==> src/rtl/iob_ptfloat_pack_arb.sv <==
// iob_ptfloat_pack_arb: shares one ptfloat pack unit among N_REQ producers; define PTFLOAT_PACK_ARB_FIXED_PRIO_EN for fixed priority instead of round-robin
module iob_ptfloat_pack_arb #(
    parameter int DATA_W     = 32,
    parameter int EW_W       = 4,
    parameter int N_REQ      = 4,
    parameter int ID_W       = 2,
    parameter int PACK_LAT   = 2,
    parameter int FIFO_DEPTH = 4,
    parameter int EXP_MAX_W  = 2 ** (EW_W - 1),
    parameter int RES_MAX_W  = DATA_W
) (
    input  logic                           clk_i,
    input  logic                           rst_i,
    input  logic                           cke_i,
    input  logic [N_REQ-1:0]               req_valid_i,
    output logic [N_REQ-1:0]               req_ready_o,
    input  logic [N_REQ*(EXP_MAX_W+2)-1:0] req_exp_i,
    input  logic [N_REQ*RES_MAX_W-1:0]     req_man_i,
    output logic                           pack_start_o,
    output logic [EXP_MAX_W+1:0]           pack_exp_o,
    output logic [RES_MAX_W-1:0]           pack_man_o,
    input  logic                           pack_done_i,
    input  logic [DATA_W-1:0]              pack_data_i,
    input  logic                           pack_overflow_i,
    input  logic                           pack_underflow_i,
    output logic                           rsp_valid_o,
    input  logic                           rsp_ready_i,
    output logic [ID_W-1:0]                rsp_id_o,
    output logic [DATA_W-1:0]              rsp_data_o,
    output logic                           rsp_overflow_o,
    output logic                           rsp_underflow_o,
    output logic                           err_o
);
    localparam int EXP_W = EXP_MAX_W + 2;
    localparam int ENT_W = ID_W + DATA_W + 2;
    localparam int PTR_W = $clog2(FIFO_DEPTH);
    localparam int CNT_W = $clog2(FIFO_DEPTH + 1);
    localparam int SUM_W = $clog2(FIFO_DEPTH + PACK_LAT + 1);
    localparam int BLK_W = $clog2(PACK_LAT + 1);

    logic [ID_W-1:0]               winner;
    logic                          any_valid, grant_ok, transfer, push, pop, full, blank;
    logic [SUM_W-1:0]              inflight;
    logic [PACK_LAT-1:0]           tag_v_q;
    logic [PACK_LAT-1:0][ID_W-1:0] tag_id_q;
    logic [ENT_W-1:0]              mem_q [FIFO_DEPTH];
    logic [PTR_W-1:0]              wr_ptr_q, rd_ptr_q;
    logic [CNT_W-1:0]              cnt_q, cnt_d;
    logic [BLK_W-1:0]              blank_q;
    logic                          err_q, err_d;

`ifdef PTFLOAT_PACK_ARB_FIXED_PRIO_EN
    // Fixed priority: the lowest valid index wins
    always_comb begin
        winner    = '0;
        any_valid = 1'b0;
        for (int i = N_REQ - 1; i >= 0; i--) begin
            if (req_valid_i[i]) begin
                winner    = ID_W'(i);
                any_valid = 1'b1;
            end
        end
    end
`else
    logic [ID_W-1:0] ptr_q, idx;
    // Round-robin: first valid requester after the previous winner
    always_comb begin
        winner    = '0;
        any_valid = 1'b0;
        idx       = '0;
        for (int i = N_REQ; i >= 1; i--) begin
            idx = ID_W'((int'(ptr_q) + i) % N_REQ);
            if (req_valid_i[idx]) begin
                winner    = idx;
                any_valid = 1'b1;
            end
        end
    end

    // Pointer moves to the winner only on an accepted request
    always_ff @(posedge clk_i) begin
        if (rst_i) ptr_q <= ID_W'(N_REQ - 1);
        else if (transfer) ptr_q <= winner;
    end
`endif

    // Results already promised: tags still inside the pack pipeline
    always_comb begin
        inflight = '0;
        for (int i = 0; i < PACK_LAT; i++) inflight = inflight + SUM_W'(tag_v_q[i]);
    end

    // Winner's operands go to the pack unit even when nothing is issued
    always_comb begin
        pack_exp_o = req_exp_i[EXP_W-1:0];
        pack_man_o = req_man_i[RES_MAX_W-1:0];
        for (int k = 0; k < N_REQ; k++) begin
            if (winner == ID_W'(k)) begin
                pack_exp_o = req_exp_i[k*EXP_W +: EXP_W];
                pack_man_o = req_man_i[k*RES_MAX_W +: RES_MAX_W];
            end
        end
    end

    // A same-cycle pop is not credited, so an issued result always finds room
    assign grant_ok     = cke_i & ~rst_i & ((inflight + SUM_W'(cnt_q)) < SUM_W'(FIFO_DEPTH));
    assign transfer     = grant_ok & any_valid;
    assign req_ready_o  = N_REQ'(transfer) << winner;
    assign pack_start_o = transfer;

    assign push        = tag_v_q[PACK_LAT-1];
    assign full        = cnt_q == CNT_W'(FIFO_DEPTH);
    assign rsp_valid_o = cnt_q != '0;
    assign pop         = cke_i & rsp_valid_o & rsp_ready_i;
    assign cnt_d       = cnt_q + CNT_W'(push & ~full) - CNT_W'(pop);
    assign blank       = blank_q != '0;
    assign err_d       = err_q | (~blank & (pack_done_i ^ push)) | (push & full);
    assign err_o       = err_q;
    assign {rsp_id_o, rsp_data_o, rsp_overflow_o, rsp_underflow_o} = mem_q[rd_ptr_q];

    // Tag pipeline carries each issued requester ID through the pack latency
    always_ff @(posedge clk_i) begin
        if (rst_i) tag_v_q <= '0;
        else if (cke_i) begin
            for (int i = PACK_LAT - 1; i > 0; i--) begin
                tag_v_q[i]  <= tag_v_q[i-1];
                tag_id_q[i] <= tag_id_q[i-1];
            end
            tag_v_q[0]  <= transfer;
            tag_id_q[0] <= winner;
        end
    end

    // FIFO storage is written from the last tag stage, not from pack_done_i
    always_ff @(posedge clk_i) begin
        if (cke_i && push && !full)
            mem_q[wr_ptr_q] <= {tag_id_q[PACK_LAT-1], pack_data_i, pack_overflow_i, pack_underflow_i};
    end

    // FIFO pointers, occupancy, post-reset error blanking and sticky error
    always_ff @(posedge clk_i) begin
        if (rst_i) begin
            wr_ptr_q <= '0;
            rd_ptr_q <= '0;
            cnt_q    <= '0;
            err_q    <= 1'b0;
            blank_q  <= BLK_W'(PACK_LAT);
        end else if (cke_i) begin
            if (push && !full) wr_ptr_q <= wr_ptr_q + PTR_W'(1);
            if (pop) rd_ptr_q <= rd_ptr_q + PTR_W'(1);
            if (blank) blank_q <= blank_q - BLK_W'(1);
            cnt_q <= cnt_d;
            err_q <= err_d;
        end
    end
endmodule

==> config.mk <==
export PLATFORM = sky130hd
export DESIGN_NAME = iob_ptfloat_pack_arb
export DESIGN_NICKNAME = d
export VERILOG_FILES = /design/src/rtl/iob_ptfloat_pack_arb.sv
export SDC_FILE = /design/constraint.sdc
export NUM_CORES = 1
export LEC_CHECK = 0
export CAP_MARGIN = 20
export CORE_MARGIN = 1
export CORE_UTILIZATION = 40
export DETAILED_ROUTE_END_ITERATION = 8
export PLACE_DENSITY = 0.84
export SLEW_MARGIN = 40
export SYNTH_ARGS = -nofsm -noshare
export SYNTH_HDL_FRONTEND = slang
export SYNTH_SLANG_ARGS = --single-unit
==> constraint.sdc <==
create_clock -name clk_i -period 3.1 [get_ports clk_i]
set_input_delay 0.775 -clock clk_i [delete_from_list [all_inputs] [get_ports clk_i]]
set_output_delay 0.775 -clock clk_i [all_outputs]
set_load 0.05 [all_outputs]
==> flow_metrics.env <==
export IMPL_synth_top_area_cell="edfxtp_1"
export IMPL_ant_nets=0
export IMPL_p_leak_nw=4.95
export IMPL_slew_headroom_pct=65.5
export IMPL_min_path_type="register to register"
export IMPL_report_final_slew_viol_count=0
export IMPL_post_route_period_util_pct=103
export IMPL_drtPass1Iterations=5
export IMPL_gp_congestion=0.909
export IMPL_syn_cell_area_sq_um=8220
export IMPL_cts_root_buf="clkbuf_16"
export IMPL_wl_um=28500
export IMPL_grt_pass1_vias=7414
export IMPL_dp_hpwl_um=18600
export IMPL_port_buffers=295
export IMPL_yosysMostFrequentCell="edfxtp_1"
export IMPL_p_total_mw=7.78
export IMPL_grt_overflow_total=0
export IMPL_postSynthCellCount=577
export IMPL_worst_setup_path_end_kind="primary output"
export IMPL_fill_cells=1275
export IMPL_powerDensity_nw_per_um2=541
export IMPL_cp_arrival_ns=2.43
export IMPL_worst_pin_slew_ns=0.517
export IMPL_path_clk_slew_ns=0.06
export IMPL_syn_num_nets=797
export IMPL_pin_count=296
export IMPL_syn_area_per_cell_sq_um=14.3
export IMPL_vias=7356
export IMPL_fin_ws_ns=-0.102
export IMPL_fin_skew_ns=0.00733
export IMPL_clock_sinks=164
export IMPL_antenna_found_initial=4
export IMPL_synth_edf_count=148
export IMPL_nets=1143
export IMPL_synth_flop_cell="edfxtp_1"
export IMPL_ys_types=42
export IMPL_whs_ns=0.420
export IMPL_clk_latency_ns=0.41
export IMPL_rsz0062_at_grt="true"
export IMPL_crit_fanout=25
export IMPL_cts_buffer_depth=2
export IMPL_viasPerCell=6.08
export IMPL_cts_tree="yes"
export IMPL_critPathKind="primary input to primary output"
export IMPL_die_w_um=145
export IMPL_numCtsBuffers=17
export IMPL_violations="negative setup slack"
export IMPL_drcViolationCount=0
export IMPL_hold_buffers=0
export IMPL_wire_per_inst_um=23.6
export IMPL_core_area_sq_um=20200
export IMPL_max_freq_ghz=0.312
export IMPL_critPathLaunchType="primary input"
export IMPL_worst_ep_required_time_ns=2.32
export IMPL_synthTopCellsByCount="edfxtp_1, a41oi_1, o31ai_1, a22oi_1, clkbuf_1"
export IMPL_layout_drive_gt1_share_pct=42.1
export IMPL_num_rows=52
export IMPL_setup_viol_count_final=33
export IMPL_drtIter0Drc=427
export IMPL_htree_num_levels=4
export IMPL_area_delta_synth_final_pct=74.9
export IMPL_synth_area_leaders="edfxtp_1, mux4_2, a41oi_1, o31ai_1, dfxtp_1"
export IMPL_die_y_um=145
export IMPL_synth_top_cell_area_share_pct=54.0
export IMPL_initial_core_util_pct=40.8
export IMPL_ys_ff_latch=164
export IMPL_synth_warning_count=0
export IMPL_drv_cap=0
export IMPL_synth_seq_area_share_pct=57.9
export IMPL_grt_max_degree=44
export IMPL_grt_pass1_wl_um=41100
export IMPL_async_flop_share_pct=0
export IMPL_outcome="finished with violations"
export IMPL_finalCriticalPeriod_ns=3.20
export IMPL_peakVddDrop_mv=0.427
export IMPL_final_hold_viol_count=0
export IMPL_dieArea_sq_um=21100
export IMPL_grt_total_usage_pct=25.5
[per-stage QoR]
stage	std cells	setup TNS (ns)	area (sq um)	utilization, %	worst slack [ns]
6_report	1210	-0.897	14400	71.3	-0.102
3_3_place_gp	1146	-21.86	12700	62.9	-0.552
4_1_cts	1195	-1.47	13800	68.5	-0.0601
2_1_floorplan	577	-0.793	8440	-	-0.396
5_1_grt	1210	-2.43	14400	71.3	-0.133
3_5_place_dp	1146	-23.19	12700	62.9	-0.556
[layout by cell type (no fill, tap or decap), types with 3 or more instances in the layout]
cell type,instances
clkdlybuf4s50_1,206
edfxtp_1,148
buf_4,92
o31ai_1,70
buf_12,69
a41oi_2,43
a22oi_2,42
a41oi_1,36
mux4_2,36
clkbuf_16,26
nor2_1,15
o31ai_2,14
dfxtp_1,12
buf_6,9
inv_1,8
ha_1,8
inv_8,7
nand2b_1,5
a41oi_4,5
mux2i_1,5
buf_16,5
buf_8,5
diode_2,4
nand2_1,4
and2_2,4
dfxtp_2,4
inv_6,4
a21oi_1,3
nor3_2,3
xnor2_1,3
xor2_1,3
[critical path, cell delays in order]
cell and delay [ns]:
buf_8 0.10, or2_4 0.24, a311o_2 0.41, buf_4 0.27, a41oi_1 0.30, a22oi_2 0.12, buf_12 0.18
[cells by family (layout without fill, tap and decap cells)]
kind of cell,count (synthesis),count (layout),share of synthesized area [%]
XOR/XNOR,6,6,0.639
AO/OA/AOI/OAI,227,229,21.9
multiplexers,41,41,10.5
buffers and inverters,85,442,4.81
adder cells (fa/ha/maj),9,9,1.46
AND/OR/NAND/NOR,45,45,2.83
flip-flops,164,164,57.9
other,0,4,0
[registers in the layout, indices dropped and copies added (netlist names), named ones only]
| name | count |
|---|---|
| mem_q | 144 |
| tag_id_q | 4 |
| cnt_q | 3 |
| blank_q | 2 |
| ptr_q | 2 |
| rd_ptr_q | 2 |
| tag_v_q | 2 |
| wr_ptr_q | 2 |
| err_o | 1 |
[final timing paths]
kind | start | slack [ns] | endpoint | cells after the start
min | tag_id_q[1]$_DFFE_PP_ | 0.42 | tag_id_q[3]$_DFFE_PP_ | 0
min reg2reg | tag_id_q[1]$_DFFE_PP_ | 0.42 | tag_id_q[3]$_DFFE_PP_ | 0
max reg2reg | cnt_q[2]$_SDFFE_PP0P_ | 0.79 | cnt_q[2]$_SDFFE_PP0P_ | 11
max | req_valid_i[1] | -0.10 | pack_exp_o[1] | 7
[timing repair]
item / 4_1_cts / 5_1_grt
setup buffers: 13 / 2
resized for setup: 65 / 64
endpoints found under the setup margin: 47 / 46
gates cloned: 8 / 10
pin swaps: 49 / 45
[power by group]
| group | total [mW] | internal [mW] | switching (mW) |
|---|---|---|---|
| registers | 2.46 | 2.44 | 0.0286 |
| clock network | 2.01 | 1.08 | 0.931 |
| logic | 3.31 | 1.61 | 1.69 |
[metal layers]
metal / track usage, % / up-vias / share of wire [%]
met4: 10.2 / 0 / 3.9
met1: 29.1 / 3683 / 36
met3: 7.12 / 79 / 7.9
met2: 45.0 / 400 / 52
met5: 0 / - / 0
li1: - / 3194 / -
[cell type report]
cell class,count,area (sq um),area share (%)
tap,270,338,2.35
clock inverter,15,154,1.07
multi-input combinational,330,3910,27.2
clock buffer,17,425,2.96
timing repair buffer,399,4730,32.9
sequential,164,4770,33.2
antenna,4,10.0,0.0696
inverter,11,46.3,0.322
(Power assumes the default switching activity.)
